`src/rtl/serial_subtractor.sv`:
```
// rtl/serial_subtractor.sv - bit-serial subtractor, diff = a - b - bin, one bit per clock LSB first
module serial_subtractor #(
  parameter int WIDTH = 8
) (
  input  logic             clk,
  input  logic             rst_n,
  input  logic             start,
  input  logic [WIDTH-1:0] a,
  input  logic [WIDTH-1:0] b,
  input  logic             bin,
  output logic             busy,
  output logic             done,
  output logic [WIDTH-1:0] diff,
  output logic             bout
);

  localparam int CW = $clog2(WIDTH + 1);

  typedef enum logic [1:0] {IDLE, RUN, DONE} state_t;

  state_t           state, state_next;
  logic [WIDTH-1:0] sa, sb, sr, sr_next;
  logic             br, br_next, d;
  logic [CW-1:0]    cnt;
  logic             load, last;

  // Full-subtractor slice on the current LSBs; the new bit enters the result MSB
  always_comb begin
    d       = sa[0] ^ sb[0] ^ br;
    br_next = (~sa[0] & sb[0]) | (~sa[0] & br) | (sb[0] & br);
    sr_next = sr >> 1;
    sr_next[WIDTH-1] = d;
    last    = (cnt == CW'(WIDTH - 1));
  end

  // State register
  always_ff @(posedge clk or negedge rst_n) begin
    if (!rst_n) state <= IDLE;
    else        state <= state_next;
  end

  // Next-state, handshake outputs and operand-load strobe
  always_comb begin
    state_next = state;
    busy       = 1'b0;
    done       = 1'b0;
    load       = 1'b0;
    case (state)
      IDLE: begin
        if (start) begin
          load       = 1'b1;
          state_next = RUN;
        end
      end
      RUN: begin
        busy = 1'b1;
        if (last) state_next = DONE;
      end
      DONE: begin
        done = 1'b1;
        if (start) begin
          load       = 1'b1;
          state_next = RUN;
        end else begin
          state_next = IDLE;
        end
      end
      default: state_next = IDLE;
    endcase
  end

  // Datapath: capture operands, shift one bit per RUN cycle, publish result on the last bit
  always_ff @(posedge clk or negedge rst_n) begin
    if (!rst_n) begin
      sa   <= '0;
      sb   <= '0;
      sr   <= '0;
      br   <= 1'b0;
      cnt  <= '0;
      diff <= '0;
      bout <= 1'b0;
    end else if (load) begin
      sa  <= a;
      sb  <= b;
      br  <= bin;
      cnt <= '0;
    end else if (state == RUN) begin
      sa  <= sa >> 1;
      sb  <= sb >> 1;
      sr  <= sr_next;
      br  <= br_next;
      cnt <= cnt + CW'(1);
      if (last) begin
        diff <= sr_next;
        bout <= br_next;
      end
    end
  end

endmodule

```
`config.mk`:
```
export PLATFORM = sky130hd
export DESIGN_NAME = serial_subtractor
export DESIGN_NICKNAME = d
export VERILOG_FILES = /design/src/rtl/serial_subtractor.sv
export SDC_FILE = /design/constraint.sdc
export NUM_CORES = 1
export LEC_CHECK = 0
export ABC_CLOCK_PERIOD_IN_PS = 3650
export BUFFER_PORTS_ARGS = -buffer_cell sky130_fd_sc_hd__buf_4
export CORE_ASPECT_RATIO = 1.2
export CORE_MARGIN = 1.5
export CORE_UTILIZATION = 40
export CTS_BUF_LIST = sky130_fd_sc_hd__clkbuf_16
export DETAILED_ROUTE_END_ITERATION = 10
export SLEW_MARGIN = 15
export SYNTH_ARGS = -nofsm -noshare
export SYNTH_HDL_FRONTEND = slang
export SYNTH_SLANG_ARGS = --single-unit
```
`constraint.sdc`:
```
create_clock -name clk -period 3.65 [get_ports clk]
set_clock_uncertainty 0.2 [all_clocks]
set_input_delay 0.73 -clock clk [delete_from_list [all_inputs] [get_ports clk]]
set_output_delay 0.73 -clock clk [all_outputs]
set_load 0.02 [all_outputs]
```
# After elaboration in Yosys (flattened, before gate mapping)

Index checks and enable logic that the tools add are counted.
W data, S select, Z words.

Register bits: 40
Output and inout port bits: 11

Add/sub/neg operators: 1
Equality and inequality tests: 5
Multiplexer cells: 16
Bitwise logic cells: 9
Reductions and logical operators: 6

Operators with widths:

| kind                  | count |
|---|---|
| $mux W8               | 4 |
| $mux W4               | 2 |
| $mux W1               | 7 |
| $pmux W2 S3           | 1 |
| $add A4 B1 Y4 const B | 1 |
| $eq A4 B3 Y1 const B  | 1 |
| $mux W2               | 2 |
| $ne A2 B2 Y1 const B  | 2 |
| $reduce_and A2 Y1     | 2 |
| $and A1 B1 Y1         | 3 |
| $reduce_and A3 Y1     | 1 |
| $eq A2 B1 Y1 const B  | 1 |
| $eq A2 B2 Y1 const B  | 1 |
| $logic_not A2 Y1      | 1 |
| $not A1 Y1            | 2 |
| $or A1 B1 Y1          | 2 |
| $reduce_bool A2 Y1    | 1 |
| $reduce_or A2 Y1      | 1 |
| $xor A1 B1 Y1         | 2 |

# Longest topological paths before layout

Gate-level depths: netlist of run 1.

Depth in word-level cells: 6
Gate-level depth with buffers: 6

# Least setup slack after synthesis of run 1

OpenSTA, ideal clock, no wires.

Path kind: flip-flop to output port
Start point: register state[1]
End point: output busy
Arrival time: 899 ps
Setup slack: 1821 ps
Stages on the path, launching flop included: 5
Cells stage by stage: dfrtp_1 nand2b_1 buf_6 inv_1 buf_2

Cells in the longest elaborated chain, start to end: 2

Ends and longest elaborated chain:

| item                   | RTL line | RTL |
|---|---|---|
| from (decl)            | 21       | `state_t state, state_next;` |
| from (signal assigned) | 39       | `else state <= state_next;` |
| $eq A2 B1 Y1           | 48       | `case (state)` |
| $mux W1                | 48       |  |
| to (decl)              | 11       | `output logic busy,` |

Every way passes these cells.

# Worst setup path in the final report of run 1

Start point: register state[0]
End point: output busy

Same word-level chain as after synthesis.

==> results of run 1 <==
[sequential cells by signal, indices dropped and copies added, names as in the netlist]
| signal | count |
|---|---|
| bout | 1 |
| br | 1 |
| sr | 7 |
| diff | 8 |
| sb | 8 |
| state | 2 |
| cnt | 4 |
| sa | 8 |
[worst max-delay path by stage]
stage | from | endpoint | slack [ps]
finish | state[0] | busy | 1420
global route | state[0] | busy | 1340
CTS | state[0] | busy | 1400
detailed placement | start | sa[1] | 1530
global placement | start | sa[1] | 1550
floorplan | state[1] | busy | 1820
[worst max-delay path: stages (launching register included)]
cell and delay, ps:
dfrtp_1 400, nand2b_1 80, buf_4 280, inv_1 100
buf_4 170
[power by group]
group	switching (mW)	leakage [nW]	internal [mW]
logic	0.400	0.437	0.312
clock network	0.167	0.0900	0.391
registers	0.121	0.485	0.637
total	0.689	1.01	1.34
[cell families (layout without fill, tap and decap cells)]
| group | Yosys count | in the layout | synth area share |
|---|---|---|---|
| adders and majority gates | 2 | 2 | 0.01974 |
| muxes | 12 | 12 | 0.07973 |
| DFF | 39 | 39 | 0.5923 |
| AOI/OAI and AO/OA | 20 | 20 | 0.07973 |
| buffers and inverters | 13 | 43 | 0.03644 |
| and+or+nand+nor | 74 | 74 | 0.1868 |
| xor gates and xnor gates | 1 | 1 | 0.005316 |
[cell usage in the layout, fill, tap and decap left out, drive strengths merged, types with 2 or more instances in the layout]
cell type and n:
bufinv 2, a22o 2, nor3 3, a31oi 12, clkbuf 5, nor2 15, mux2i 3, mux2 9
nand2 50, o21ai 2, dfrtp 39, buf 32, inv 3, nand2b 2
[through the flow]
stage	hold slack, ps	power (mW)	instance area [µm²]
3_3_place_gp	256.0	1.455	1907
4_1_cts	231.8	2.059	2100
3_5_place_dp	257.3	1.492	1907
2_1_floorplan	234.4	1.273	1648
5_1_grt	250.9	2.177	2100
6_report	207.4	2.030	2100
[layout make-up]
class | instances | area (µm²)
fillers | 378 | 1842
flip-flops and latches | 39 | 975.9
multi-input cells | 109 | 611.8
repair buffers | 32 | 240.2
clock buffers | 5 | 125.1
clock inverters | 3 | 67.56
well taps | 54 | 67.56
inverters | 3 | 11.26
[metal layers]
| layer | GRT usage | vias up |
|---|---|---|
| met3 | 0.04049 | 5 |
| met2 | 0.2363 | 38 |
| met5 | 0 | - |
| met4 | 0.05674 | 0 |
| met1 | 0.2153 | 587 |
| li1 | - | 590 |
==> impl_metrics.env, run 1 <==
export IMPL_worstPathArrival_ps=1300
export IMPL_maxCapViolations=0
export IMPL_die_y_um=73.31
export IMPL_start_kind="register"
export IMPL_synthArstFlopShare=1.000
export IMPL_finalMaxSlewViolations=0
export IMPL_clockBufferDepth=2
export IMPL_run_status="finished clean"
export IMPL_cts_htree_levels=2
export IMPL_yosysTopAreaCellShare=0.5923
export IMPL_groute_usage_overall=0.1563
export IMPL_synth_most_common_cell="nand2_1"
export IMPL_clock_latency_ps=280
export IMPL_yosysSeqAreaShare=0.5923
export IMPL_final_cells=245
export IMPL_clkTransAtPathRegs_ps=60
export IMPL_grt_max_degree=40
export IMPL_drt_total_wl_um=3139
export IMPL_dp_cells=237
export IMPL_area_growth_syn_to_layout_pct=27.41
export IMPL_relSlewSlack=0.3356
export IMPL_synth_net_count=183
export IMPL_netlist_area_um2=1648
export IMPL_finalHoldViolations=0
export IMPL_dr_wl_met2_um=1516
export IMPL_fin_crit_ps=2234
export IMPL_row_count=25
export IMPL_drt_iter0_drc=48
export IMPL_ctsResizeCount=0
export IMPL_path_max_fanout=25
export IMPL_synth_edf_count=0
export IMPL_die_w_um=61.59
export IMPL_cts_tree="yes"
export IMPL_cts_hold_fix_buffers=0
export IMPL_min_path_type="input pin to async pin"
export IMPL_root_buffer="clkbuf_16"
export IMPL_drt_met1_wl_um=1364
export IMPL_yosysWarnings=0
export IMPL_end_kind="output port"
export IMPL_r2r_start="state[1]"
export IMPL_coreArea_um2=3941
export IMPL_path_class="register to output port"
export IMPL_synth_common_cells="50 x nand2_1, 39 x dfrtp_1, 15 x nor2_1"
export IMPL_period_share=0.6120
export IMPL_drtAntennaViolNets=0
export IMPL_synth_flop_cell="dfrtp_1"
export IMPL_cts_sinks=39
export IMPL_r2r_end="bout"
export IMPL_yosysTopAreaCell="dfrtp_1"
export IMPL_fmax_mhz=447.7
export IMPL_leakagePower_nw=1.012
export IMPL_yosys_top_cells_area="dfrtp_1 59%, nand2_1 11%, mux2_2 6.2%, a31oi_1 4.6%, nor2_1 3.4%"
export IMPL_portBuffers=30
export IMPL_place_hpwl_um=2094
export IMPL_avgSynthCellArea_um2=10.23
export IMPL_highest_layer="met4"
export IMPL_netlist_instances=161
export IMPL_yosysUniqueCellTypes=27
export IMPL_start_util=0.4181
export IMPL_ir_drop_mv=0.3902
export IMPL_fin_util=0.5327
export IMPL_drc=0
export IMPL_synth_seq_cells=39
export IMPL_wl_per_cell_um=12.81
export IMPL_place_ws_ps=1528
export IMPL_grt_pass1_vias=1115
export IMPL_r2r_worst_path_cells=4
export IMPL_drive_above_1_share=0.2618
export IMPL_overflow=0
export IMPL_worst_slack_ps=1416
export IMPL_critPathRequiredTime_ps=2720
export IMPL_gp_congestion=0.7233
export IMPL_fin_setup_tns_ps=0
export IMPL_cts_made_buffers=5
export IMPL_setup_viol=0
export IMPL_grt_first_pass_wirelength_um=5209
export IMPL_io_pins=31
export IMPL_p_per_area_nw_per_um2=966.8
export IMPL_post_cts_setup_buffers=0
export IMPL_rrSetupSlack_ps=1740
export IMPL_first_pass_iters=4
export IMPL_dr_total_vias=1220
export IMPL_grt_setup_unrepaired="false"
export IMPL_via_per_inst=4.980
export IMPL_tightest_slew_ps=996.6
export IMPL_nNetsFinal=212
export IMPL_wl_met3_um=204
export IMPL_dieArea_um2=4515
export IMPL_antenna_diode_count=0
export IMPL_antenna_found_initial=0
No activity file was read; power rests on OpenSTA's default activity.
==> run 2, diff against run 1 <==
ABC_CLOCK_PERIOD_IN_PS = 2000   (was 3650)
clock period = 2 ns   (was 3.65 ns; I/O delays follow)
==> run 2 against run 1 <==
  * Combinational power rose by 88%
  * Largest power group unchanged
  * Critical path depth fell by 1
  * Global-route usage barely moved
  * Total power rose by 84%
  * Highest routed layer unchanged
  * Critical path type unchanged
  * First-iteration DRC count fell by 15%
  * Register-to-register slack got worse by 1600 ps
  * Via count rose by 1.1%
  * Sequential power rose by 82%
  * Die area did not move
  * Final area rose by 1.5%
  * Wire length fell by 0.70%
  * Clock power rose by 82%
==> impl_metrics.env, run 2 (synthesized netlist as in run 1, its figures left out) <==
export IMPL_antenna_found_initial=0
export IMPL_finalMaxSlewViolations=0
export IMPL_grt_max_degree=40
export IMPL_maxCapViolations=0
export IMPL_cts_htree_levels=2
export IMPL_power_frac_seq=0.369
export IMPL_critPathRequiredTime_ps=1400
export IMPL_grt_setup_unrepaired="false"
export IMPL_drive_above_1_share=0.2769
export IMPL_groute_usage_overall=0.1566
export IMPL_clkTransAtPathRegs_ps=60
export IMPL_antenna_diode_count=0
export IMPL_start_kind="register"
export IMPL_die_w_um=61.59
export IMPL_end_kind="output port"
export IMPL_leakagePower_nw=1.029
export IMPL_via_per_inst=4.956
export IMPL_io_pins=31
export IMPL_cts_tree="yes"
export IMPL_swShare=0.3367
export IMPL_drt_total_wl_um=3117
export IMPL_row_count=25
export IMPL_setup_viol=0
export IMPL_place_hpwl_um=2123
export IMPL_clockBufferDepth=2
export IMPL_cts_made_buffers=5
export IMPL_die_y_um=73.31
export IMPL_dr_total_vias=1234
export IMPL_start_util=0.4181
export IMPL_post_cts_setup_buffers=0
export IMPL_wl_per_cell_um=12.52
export IMPL_min_path_type="input pin to register"
export IMPL_coreArea_um2=3941
export IMPL_period_share=0.9199
export IMPL_grt_first_pass_wirelength_um=5188
export IMPL_grt_pass1_vias=1145
export IMPL_drc=0
export IMPL_dieArea_um2=4515
export IMPL_worstPathArrival_ps=1240
export IMPL_run_status="finished clean"
export IMPL_p_int_mw=2.482
export IMPL_ir_drop_mv=0.7476
export IMPL_area_growth_syn_to_layout_pct=29.38
export IMPL_multi_input_area_um2=611.8
export IMPL_comb_power_share=0.359
export IMPL_tightest_slew_ps=497.2
export IMPL_final_common_cell="nand2_1"
export IMPL_stdcell_area_um2=2132
export IMPL_register_area_um2=975.9
export IMPL_fin_crit_ps=1840
export IMPL_p_switching_mw=1.260
export IMPL_root_buffer="clkbuf_16"
export IMPL_cp_slowest_cell="dfrtp_1"
export IMPL_fin_setup_tns_ps=0
export IMPL_path_class="register to output port"
export IMPL_layout_common_cells="50 x nand2_1, 39 x dfrtp_1, 35 x buf_4"
export IMPL_path_max_fanout=8
export IMPL_overflow=0
export IMPL_dpl_cell_area_um2=1929
export IMPL_drt_iter0_drc=41
export IMPL_relSlewSlack=0.6685
export IMPL_portBuffers=30
export IMPL_nFillCells=365
export IMPL_reg_largest_list="diff: 8 flops, sa: 8 flops, sb: 8 flops"
export IMPL_fmax_mhz=543.6
export IMPL_first_pass_iters=5
export IMPL_clock_latency_ps=280
export IMPL_cts_sinks=39
export IMPL_p_per_area_nw_per_um2=1755
export IMPL_clkPwrFrac=0.272
export IMPL_crit_chain="nand2b_1 -> inv_2 -> buf_4"
export IMPL_finalHoldViolations=0
export IMPL_gp_congestion=0.7022
export IMPL_nNetsFinal=216
export IMPL_critPathMaxStageDelay_ps=370
export IMPL_drtAntennaViolNets=0
-- run 2: changes by cell type in the layout (fill, tap and decap cells not counted), sizes merged --
cell and change:
buf +3, dlygate4sd3 +1
-- run 2: what timing repair did --
action                                  CTS  global route
endpoints found under the setup margin    0             1
endpoints found under the hold margin    39             0
gates resized for setup                   0             1
hold buffers                              1             0
-- run 2: cell type report --
| type | instances | share of cell area |
|---|---|---|
| clock buffer | 5 | 0.05869 |
| clock inverter | 3 | 0.03169 |
| inverter | 3 | 0.005282 |
| multi-input combinational | 109 | 0.2870 |
| sequential | 39 | 0.4577 |
| tap | 54 | 0.03169 |
| timing repair buffer | 36 | 0.1279 |
-- run 2: power groups by stage --
stage / clock network (mW) / registers, mW / logic [mW]
final: 1.02 / 1.38 / 1.34
after global routing: 1.07 / 1.43 / 1.52
after CTS: 1.04 / 1.38 / 1.36
after detailed placement: 0 / 1.40 / 1.35
after global placement: 0 / 1.38 / 1.32
after floorplan: 0 / 1.45 / 0.875
-- run 2: worst paths after layout --
| path | end | slack [ps] | from | cells past startpoint |
|---|---|---|---|---|
| max | busy | 160 | state[1] | 3 |
| min | br | 150 | bin | 3 |
| max reg2reg | diff[3] | 190 | cnt[0] | 4 |
| min reg2reg | sr[1] | 280 | sr[1] | 2 |
| max in group asynchronous | sb[6] | 820 | rst_n | 2 |
| min in group asynchronous | sr[1] | 430 | rst_n | 2 |
-- run 2: through the flow --
| step | std cells | setup WS, ps | hold WS [ps] | utilization | total power [mW] |
|---|---|---|---|---|---|
| after floorplan | 161 | 343.5 | -95.59 | - | 2.323 |
| after CTS | 249 | 56.03 | 143.5 | 0.5410 | 3.789 |
| after global placement | 240 | 240.6 | 195.2 | 0.4895 | 2.700 |
| after detailed placement | 240 | 151.0 | 201.6 | 0.4895 | 2.752 |
| after global routing | 249 | 79.11 | 163.4 | 0.5410 | 4.014 |
| final | 249 | 160.3 | 149.3 | 0.5410 | 3.741 |
-- run 2: layer usage --
metal,track usage,part of all wire,vias to the layer above
met5,0,0,-
met4,0.06383,0.020,0
met3,0.04049,0.069,6
met2,0.2468,0.49,45
met1,0.2028,0.42,582
li1,-,-,601
-- run 2: critical path: cells and delay by family, from the launching register on --
family                 cells  cell delay (ps)
buffers and inverters      2              350
DFF                        1              370
and+or+nand+nor            1              240
==> run 3, diff against run 2 <==
--- a/config.mk
+++ b/config.mk
@@ -10,5 +10,5 @@
 export CORE_ASPECT_RATIO = 1.2
 export CORE_MARGIN = 1.5
-export CORE_UTILIZATION = 40
+export CORE_UTILIZATION = 30
 export CTS_BUF_LIST = sky130_fd_sc_hd__clkbuf_16
 export DETAILED_ROUTE_END_ITERATION = 10
==> constraint.sdc (replaced) <==
create_clock -name clk -period 2 [get_ports clk]
set_clock_uncertainty 0.2 [all_clocks]
set_input_delay 0.3 -clock clk [delete_from_list [all_inputs] [get_ports clk]]
set_output_delay 0.3 -clock clk [all_outputs]
set_load 0.02 [all_outputs]
==> run 3 against run 2 <==
  * Non-clock buffer count down 1
  * Combinational power about the same
  * Hold slack worse by 99 ps
  * Die area up 32%
  * Cell count up 2.8%
  * Sequential cell count unchanged
  * Total power down 7.4%
  * Register-to-register slack worse by 30 ps
  * Clock-buffer cell count unchanged
  * Clock power down 29%
  * Largest cell class unchanged
  * Via count down 1.5%
  * Sequential power about the same
==> impl_metrics.env, run 3 (synthesized netlist as in run 1, its figures left out) <==
export IMPL_cp_slowest_cell="dfrtp_1"
export IMPL_holdPathStages=3
export IMPL_cts_sinks=39
export IMPL_power_total_mw=3.463
export IMPL_antenna_diode_count=0
export IMPL_drc=0
export IMPL_area_growth_syn_to_layout_pct=26.88
export IMPL_start_util=0.3111
export IMPL_rrSetupSlack_ps=160
export IMPL_maxCapViolations=0
export IMPL_min_path_type="input pin to register"
export IMPL_path_max_fanout=24
export IMPL_relSlewSlack=0.6310
export IMPL_cp_top_family="buffers and inverters"
export IMPL_layout_common_cells="50 x nand2_1, 39 x dfrtp_1, 33 x buf_4"
export IMPL_coreArea_um2=5298
export IMPL_drtAntennaViolNets=0
export IMPL_ir_drop_mv=0.5495
export IMPL_fin_crit_ps=1887
export IMPL_min_from="bin"
export IMPL_drive_above_1_share=0.2577
export IMPL_final_common_cell="nand2_1"
export IMPL_crit_chain="nand2b_1 -> inv_2 -> buf_12 -> buf_4"
export IMPL_clkTransAtPathRegs_ps=50
export IMPL_start_kind="register"
export IMPL_via_per_inst=4.746
export IMPL_path_class="register to output port"
export IMPL_fmax_mhz=529.9
export IMPL_r2r_start="cnt[0]"
export IMPL_clockBufferDepth=2
export IMPL_fin_setup_tns_ps=0
export IMPL_period_share=0.9436
export IMPL_cts_htree_levels=2
export IMPL_setup_viol=0
export IMPL_finalHoldViolations=0
export IMPL_overflow=0
export IMPL_reg_largest_list="diff: 8 flops, sa: 8 flops, sb: 8 flops"
export IMPL_gp_congestion=0.6663
export IMPL_r2r_end="diff[0]"
export IMPL_r2r_worst_path_cells=4
export IMPL_groute_usage_overall=0.1221
export IMPL_clock_latency_ps=280
export IMPL_dr_total_vias=1215
export IMPL_leakagePower_nw=1.010
export IMPL_fin_util=0.3947
export IMPL_critPathRequiredTime_ps=1500
export IMPL_worstPathArrival_ps=1390
export IMPL_root_buffer="clkbuf_16"
export IMPL_nNetsFinal=215
export IMPL_grt_pass1_vias=1179
export IMPL_holdPathEnd="br"
export IMPL_grt_max_degree=40
export IMPL_cts_tree="yes"
export IMPL_grt_setup_unrepaired="false"
export IMPL_die_y_um=84.19
export IMPL_drt_iter0_drc=53
export IMPL_first_pass_iters=4
export IMPL_post_cts_setup_buffers=0
export IMPL_tightest_slew_ps=551.7
export IMPL_portBuffers=30
export IMPL_row_count=29
export IMPL_antenna_found_initial=0
export IMPL_drt_total_wl_um=3219
export IMPL_die_w_um=70.66
export IMPL_critPathMaxStageDelay_ps=360
export IMPL_run_status="finished clean"
export IMPL_dieArea_um2=5948
export IMPL_end_kind="output port"
export IMPL_wl_per_cell_um=12.57
export IMPL_p_per_area_nw_per_um2=1656
export IMPL_cts_made_buffers=5
export IMPL_place_hpwl_um=2136
export IMPL_io_pins=31
export IMPL_critPathBufInv=3
export IMPL_startpoint="state[1]"
export IMPL_finalMaxSlewViolations=0
export IMPL_grt_first_pass_wirelength_um=5664
==> run 3: cell count changes in the layout (fill, tap and decap cells not counted) <==
cell / change
clkinvlp_4: -1
inv_1: +1
clkinv_1: +2
buf_4: -2
bufinv_16: -2
buf_12: +1
==> run 3: how the worst max path moves through the flow <==
stage	end	slack, ps	cells past startpoint
after global routing	busy	30	4
after CTS	busy	80	4
after detailed placement	diff[0]	130	4
after floorplan	bout	340	4
final	busy	110	4
after global placement	diff[6]	200	4
==> run 3: layout make-up <==
type,instances,area [µm²]
fillers,547,3207
flip-flops and latches,39,975.9
multi-input cells,109,611.8
repair buffers,35,277.8
clock buffers,5,125.1
well taps,62,77.57
clock inverters,3,11.26
inverters,3,11.26
==> run 3: repair_timing <==
| action | CTS | global route |
|---|---|---|
| hold endpoints to repair | 39 | 0 |
| setup endpoints to repair | 1 | 0 |
| hold buffers | 1 | 0 |
| resized for setup | 1 | 0 |
==> run 3: power breakdown <==
part | total, mW | switching [mW] | leakage (nW) | internal [mW]
registers | 1.38 | 0.217 | 0.485 | 1.16
clock network | 0.727 | 0.279 | 0.0701 | 0.448
logic | 1.36 | 0.736 | 0.455 | 0.619
total | 3.46 | 1.23 | 1.01 | 2.23
==> run 3: worst register-to-register path, cell delays in order, from the launching register on <==
cell and delay, ps:
dfrtp_1 390, ha_1 200, nand2_1 100, nor3_4 440, mux2_2 400
==> run 3: stage by stage <==
step                      area [µm²]  hold WS, ps  setup slack [ps]  std cells
after CTS                       2091        48.17             82.12        256
after global routing            2091        62.44             26.27        256
after floorplan                 1648       -195.6             343.5        161
after global placement          1944        106.0             203.0        247
final                           2091        50.69             112.7        256
after detailed placement        1944        103.8             125.1        247
==> run 3: layer usage <==
layer	wire (µm)	track usage	vias up
met5	0	0	-
met4	65	0.05660	0
met3	164	0.03721	6
met2	1515	0.1887	30
met1	1473	0.1570	584
li1	-	-	595
